--- src/rtl/viterbi_frame_ctrl.sv ---
// viterbi_frame_ctrl
//   Frame sequencer for a convolutional encoder / Viterbi decoder loopback.
//   Streams FRAME_LEN payload bits from a source into the encoder, keeps a
//   copy of each sent bit in a small reference buffer, then drives zero tail
//   bits to terminate the trellis and flush the decoder.  Decoded bits that
//   come back DEC_LAT cycles later are compared with the reference copy and
//   the mismatches are counted.  Tail (flush) bits are never compared.
//
//   Optional feature: define VITERBI_FRAME_CTRL_ERR_INJ_EN to enable the
//   periodic channel-error injector on flip_o.  Without it flip_o is tied 0.
//
// Ports
//   clk          clock, all state on rising edge
//   rst          asynchronous, active-low reset
//   start_i      start one frame (sampled only in IDLE)
//   src_valid_i  payload bit available
//   src_bit_i    payload bit
//   src_ready_o  payload bit consumed this cycle
//   enc_en_o     encoder enable
//   enc_bit_o    encoder input bit
//   dec_bit_i    decoder output bit
//   flip_o       invert both channel symbols for this encoder cycle
//   busy_o       frame in progress
//   done_o       one-cycle frame-complete pulse
//   underrun_o   last frame aborted on source underrun
//   err_cnt_o    bit errors in last frame (saturating)
module viterbi_frame_ctrl #(
  parameter int unsigned FRAME_LEN   = 256,
  parameter int unsigned DEC_LAT     = 40,
  parameter int unsigned REF_DEPTH   = 64,
  parameter int unsigned FLIP_PERIOD = 16
) (
  input  logic        clk,
  input  logic        rst,
  input  logic        start_i,
  input  logic        src_valid_i,
  input  logic        src_bit_i,
  output logic        src_ready_o,
  output logic        enc_en_o,
  output logic        enc_bit_o,
  input  logic        dec_bit_i,
  output logic        flip_o,
  output logic        busy_o,
  output logic        done_o,
  output logic        underrun_o,
  output logic [15:0] err_cnt_o
);

  localparam int unsigned CW = $clog2(FRAME_LEN + 1);
  localparam int unsigned TW = $clog2(DEC_LAT + 1);
  localparam int unsigned PW = (REF_DEPTH > 1) ? $clog2(REF_DEPTH) : 1;

  // Elaboration-time parameter sanity checks.
  if (FRAME_LEN < 1 || FRAME_LEN > 4095) begin : g_bad_frame_len
    $error("viterbi_frame_ctrl: FRAME_LEN out of range");
  end
  if (DEC_LAT < 1 || DEC_LAT >= REF_DEPTH) begin : g_bad_dec_lat
    $error("viterbi_frame_ctrl: DEC_LAT must be 1..REF_DEPTH-1");
  end
  if ((REF_DEPTH & (REF_DEPTH - 1)) != 0) begin : g_bad_ref_depth
    $error("viterbi_frame_ctrl: REF_DEPTH must be a power of 2");
  end
  if (FLIP_PERIOD < 2 || FLIP_PERIOD > 255) begin : g_bad_flip_period
    $error("viterbi_frame_ctrl: FLIP_PERIOD must be 2..255");
  end

  typedef enum logic [1:0] {
    IDLE    = 2'd0,
    PAYLOAD = 2'd1,
    FLUSH   = 2'd2,
    DONE    = 2'd3
  } state_t;

  state_t state, state_nxt;

  logic [CW-1:0] tx_cnt;
  logic [CW-1:0] rx_cnt;
  logic [TW-1:0] t_cnt;
  logic [PW-1:0] wr_ptr;
  logic [PW-1:0] rd_ptr;
  logic          ref_mem [REF_DEPTH];

  logic frame_start;
  logic active;
  logic accept;
  logic cmp_en;
  logic mismatch;

  assign frame_start = (state == IDLE) && start_i;
  assign active      = (state == PAYLOAD) || (state == FLUSH);
  assign accept      = (state == PAYLOAD) && src_valid_i;

  // t_cnt saturates at DEC_LAT, so "t >= DEC_LAT" reduces to equality.
  assign cmp_en   = active && (t_cnt == TW'(DEC_LAT)) && (rx_cnt < CW'(FRAME_LEN));
  assign mismatch = cmp_en && (dec_bit_i != ref_mem[rd_ptr]);

  // Next state and combinational outputs.
  always_comb begin
    state_nxt   = state;
    src_ready_o = 1'b0;
    enc_en_o    = 1'b0;
    enc_bit_o   = 1'b0;
    busy_o      = 1'b0;
    done_o      = 1'b0;
    unique case (state)
      IDLE: begin
        if (start_i) state_nxt = PAYLOAD;
      end
      PAYLOAD: begin
        busy_o      = 1'b1;
        src_ready_o = 1'b1;
        enc_en_o    = src_valid_i;
        enc_bit_o   = src_bit_i;
        if (!src_valid_i) begin
          state_nxt = DONE;
        end else if (tx_cnt == CW'(FRAME_LEN - 1)) begin
          state_nxt = FLUSH;
        end
      end
      FLUSH: begin
        busy_o   = 1'b1;
        enc_en_o = 1'b1;
        // Compares always lag the payload by DEC_LAT >= 1, so the last one
        // lands here rather than in PAYLOAD.
        if (cmp_en && (rx_cnt == CW'(FRAME_LEN - 1))) state_nxt = DONE;
      end
      DONE: begin
        busy_o    = 1'b1;
        done_o    = 1'b1;
        state_nxt = IDLE;
      end
      default: state_nxt = IDLE;
    endcase
  end

  always_ff @(posedge clk or negedge rst) begin
    if (!rst) begin
      state <= IDLE;
    end else begin
      state <= state_nxt;
    end
  end

  // Counters, pointers and frame status.
  always_ff @(posedge clk or negedge rst) begin
    if (!rst) begin
      tx_cnt     <= '0;
      rx_cnt     <= '0;
      t_cnt      <= '0;
      wr_ptr     <= '0;
      rd_ptr     <= '0;
      err_cnt_o  <= '0;
      underrun_o <= 1'b0;
    end else if (frame_start) begin
      tx_cnt     <= '0;
      rx_cnt     <= '0;
      t_cnt      <= '0;
      wr_ptr     <= '0;
      rd_ptr     <= '0;
      err_cnt_o  <= '0;
      underrun_o <= 1'b0;
    end else begin
      if (accept) begin
        tx_cnt <= tx_cnt + 1'b1;
        wr_ptr <= wr_ptr + 1'b1;
      end
      if (active && (t_cnt != TW'(DEC_LAT))) begin
        t_cnt <= t_cnt + 1'b1;
      end
      if (cmp_en) begin
        rx_cnt <= rx_cnt + 1'b1;
        rd_ptr <= rd_ptr + 1'b1;
      end
      if (mismatch && (err_cnt_o != '1)) begin
        err_cnt_o <= err_cnt_o + 16'd1;
      end
      if ((state == PAYLOAD) && !src_valid_i) begin
        underrun_o <= 1'b1;
      end
    end
  end

  // Sent-bit reference buffer; contents need no reset since the pointers do.
  always_ff @(posedge clk) begin
    if (accept) ref_mem[wr_ptr] <= src_bit_i;
  end

`ifdef VITERBI_FRAME_CTRL_ERR_INJ_EN
  // Enabled-symbol counter kept modulo FLIP_PERIOD.
  logic [7:0] sym_cnt;

  always_ff @(posedge clk or negedge rst) begin
    if (!rst) begin
      sym_cnt <= '0;
    end else if (frame_start) begin
      sym_cnt <= '0;
    end else if (enc_en_o) begin
      sym_cnt <= (sym_cnt == 8'(FLIP_PERIOD - 1)) ? '0 : sym_cnt + 8'd1;
    end
  end

  assign flip_o = enc_en_o && (sym_cnt == 8'(FLIP_PERIOD - 1));
`else
  assign flip_o = 1'b0;
`endif

endmodule
--- config.mk ---
export PLATFORM = sky130hd
export DESIGN_NAME = viterbi_frame_ctrl
export DESIGN_NICKNAME = d
export VERILOG_FILES = /design/src/rtl/viterbi_frame_ctrl.sv
export SDC_FILE = /design/constraint.sdc
export NUM_CORES = 1
export LEC_CHECK = 0
export CORE_UTILIZATION = 30
export CTS_BUF_LIST = sky130_fd_sc_hd__clkbuf_2
export CTS_CLUSTER_DIAMETER = 30
export CTS_CLUSTER_SIZE = 40
export DETAILED_ROUTE_END_ITERATION = 16
export DONT_BUFFER_PORTS = 1
export SYNTH_ARGS = -nofsm -noshare
export SYNTH_HDL_FRONTEND = slang
export SYNTH_SLANG_ARGS = --single-unit
--- constraint.sdc ---
create_clock -name clk -period 2.5 [get_ports clk]
set_input_delay 0.125 -clock clk [delete_from_list [all_inputs] [get_ports clk]]
set_output_delay 0.125 -clock clk [all_outputs]
set_load 0.01 [all_outputs]
==> metrics <==
CP Capture Type=register; DRT iter0 DRCs=221; H-tree depth=4; worst setup margin=-255.0 ps; vias in the first global route=4099; num rows=50; internal power=around 3000 uW; failing checks=negative setup slack; reg2reg path depth=10; drt via density=about 5; post-synth top area cell=edfxtp_1; switching part of the total=roughly 32%; First-pass DRT Iterations=5; share of flip-flops with an asynchronous set or reset=46.22%; max_cap viols=0; Worst-path clk slew=170 ps; Crit path required time=between 3000 and 4000 ps; Post-Synthesis Cell Area=5833 um^2; first-pass GRT wire length=20.84 mm; Core ar.=18890 um^2; CTS Root Cell=clkbuf_2; Remaining DRCs=0; EDFF count, synth=64; Top Ports=29; status=finished, violations left; post-synthesis adder-cell area fraction=~3.0%; hold depth=4; clock buffer count from CTS=17; Simple-Gate Fraction of Synth Area=19.09%; total die area=between 20000 and 25000 um^2; combinational power share=around 20%; RD Place Congestion=0.7770; Post-Route Skew=~17 ps; Final Hold Viols=0; Tot GR Track Use=13.53%; Mapped Cells=519; largest family of logic cells by synthesized area=simple AND/OR/NAND/NOR gates; top cell type's share of synthesized area=32.95%; fin crit share=110.2%; ratio of cells with drive above 1 in the final layout=between 15 and 20%; setup tns final=-2194 ps; max-slew violations=0; final wirelength=12.82 mm; min-delay src=start_i; FF+latch count, synth=119; Synth Area in Compound Gates=6.907%; Startpoint Class=register; initial antenna violation count=1; commonest non-fill, non-tap cell in the layout=nor2_1; Worst Tran Pin Value=590.6 ps; Post-DRT Antenna Nets=0; Hold Crit Class=in -> reg; Clock power frac=26.4%; Leak Pwr=~0.0025 uW; Seq pwr share=between 50 and 60%; CTS tree=done; largest net degree at the start of global routing=65; PD cells=~660 nW/um^2; XOR/XNOR Fraction of Synth Area=around 4%; setup violators final=16; Hold Path End=err_cnt_o[5]; clk sink count=~120; r2r setup slk=-250 ps; clock insertion delay at the later pin of the skew report=690 ps; clk buf depth=2; Slew headroom=60.62%; synthesis warning total=0; Final nets=about 570; synth unique cells=53; routed length per instance=roughly 16 um; critical path type=reg -> reg; Core Util, Final=35.41%; register area share after synthesis=56.54%; Die Span Y=roughly 140 um; post-layout min period=2755 ps; Area Growth Syn to Fin=14.69%; PortBufs=0; multiplexer area fraction after synthesis=6.735%; most frequent cells in the layout=106 x nor2_1, 64 x edfxtp_1, 54 x dfrtp_1, 35 x nand2_1, 23 x buf_4; synth top area cells=edfxtp_1 33%, dfrtp_1 24%, nor2_1 6.8%; synthesized net count=539; peak supply drop=just under 0.3 mV; post-DP HPWL=8.130 mm; Mean Syn Cell Area=11.24 um^2; r2r endpoint=err_cnt_o[15]; Chip Width=approximately 140 um; Initial Util=30.87%; NetSw=between 1000 and 1500 uW; RSZ-0062 raised after global routing=yes; DR vias=between 4000 and 5000; Worst Path Max Fanout=8; Max Clock Freq=between 0.3 and 0.4 GHz; crit path DAT=3380 ps; launch point of the worst reg-to-reg path=rd_ptr[0]; Synth Flop Type=edfxtp_1; gr ovfl total=0
## final cells by class
class | instances | area [um^2]
Inverter | 9 | 33.78
Multi-Input combinational cell | 361 | 2401
Tap cell | 260 | 325.3
Clock buffer | 20 | 100.1
Fill cell | 1902 | 12200
Antenna cell | 1 | 2.502
Sequential cell | 119 | 3299
Timing Repair Buffer | 38 | 416.7
Clock inverter | 12 | 111.4
## kinds of logic (layout without fill, tap and decap cells)
logic type	count (synthesis)	after routing
mux	29	29
other cells	1	2
compound gates	59	59
fa+ha+maj	14	14
xor+xnor	27	27
flops	119	119
buf+inv	41	79
simple gates	229	231
## flip-flops by register name (all words and copies together) (netlist names)
register    cells
ref_mem        64
err_cnt_o      16
rx_cnt          9
tx_cnt          9
rd_ptr          6
t_cnt           6
wr_ptr          6
state           2
underrun_o      1
## worst max-delay path, cell delays in order (launching register included)
cell and delay [ps]:
dfrtp_2 480, buf_12 140, buf_16 140, mux2i_1 140, a221oi_2 290, o21ai_1 130, a211oi_2 350, or3_4 250
nand3_4 110, or4_4 510, a21oi_2 150
## cell usage after synthesis, drive strengths merged, types with 3 or more instances
cell,n
inv,9
dfrtp,55
buf,9
nand2,35
o211ai,4
o21ai,15
edfxtp,64
nor2b,4
a221oi,4
nand4b,3
nor2,106
and2,4
or3,12
clkbuf,23
a21oi,19
o31ai,3
mux4,7
nand4,14
xnor2,7
or2,7
xor2,20
and3,9
or3b,3
mux2i,22
o22ai,3
nand3b,5
a211oi,3
ha,14
nand3,15
or4,7
## timing repair
item,in CTS,in global routing
hold buffers,9,1
setup endpoints to repair,16,16
pin swaps,5,5
buffers inserted,2,1
gates resized for setup,8,5
gates cloned,3,0
endpoints found under the hold margin,154,8
## per-layer routing
layer	part of all wire [%]	vias to the layer above	track usage [%]
met3	3.3	17	2.835
met1	45	2094	16.74
met5	0	-	0
met4	1.4	0	5.037
met2	50	91	23.27
li1	-	1909	-
## power groups by stage
stage | combinational, uW | sequential (uW) | clock (uW)
after global routing | 1010 | 2380 | 1290
after detailed placement | 821 | 2400 | 0
after floorplan | 683 | 2320 | 0
after global placement | 793 | 2380 | 0
final | 905 | 2360 | 1170
after CTS | 905 | 2360 | 1200
## metrics by stage
| stage | power [uW] | hold WS (ps) | area, um^2 | std cells | worst slack [ps] |
|---|---|---|---|---|---|
| after floorplan | 3003 | -170.6 | 5848 | 519 | -4.721 |
| after global placement | 3177 | -169.5 | 6203 | 771 | -261.0 |
| after detailed placement | 3216 | -169.6 | 6203 | 771 | -306.1 |
| after CTS | 4457 | 8.747 | 6639 | 817 | -258.5 |
| after global routing | 4680 | 309.6 | 6690 | 820 | -350.3 |
| final | 4434 | 338.8 | 6690 | 820 | -255.0 |
## worst max path at each step
stage / start / to / depth (start not counted) / slack [ps]
3_5_place_dp: rd_ptr[2] / err_cnt_o[15] / 8 / -310
6_report: rd_ptr[0] / err_cnt_o[15] / 10 / -250
2_1_floorplan: rd_ptr[0] / err_cnt_o[1] / 11 / -5
3_3_place_gp: rd_ptr[2] / err_cnt_o[15] / 8 / -260
5_1_grt: rd_ptr[0] / err_cnt_o[15] / 8 / -350
4_1_cts: rd_ptr[0] / err_cnt_o[15] / 10 / -260
(Power assumes the default switching activity.)
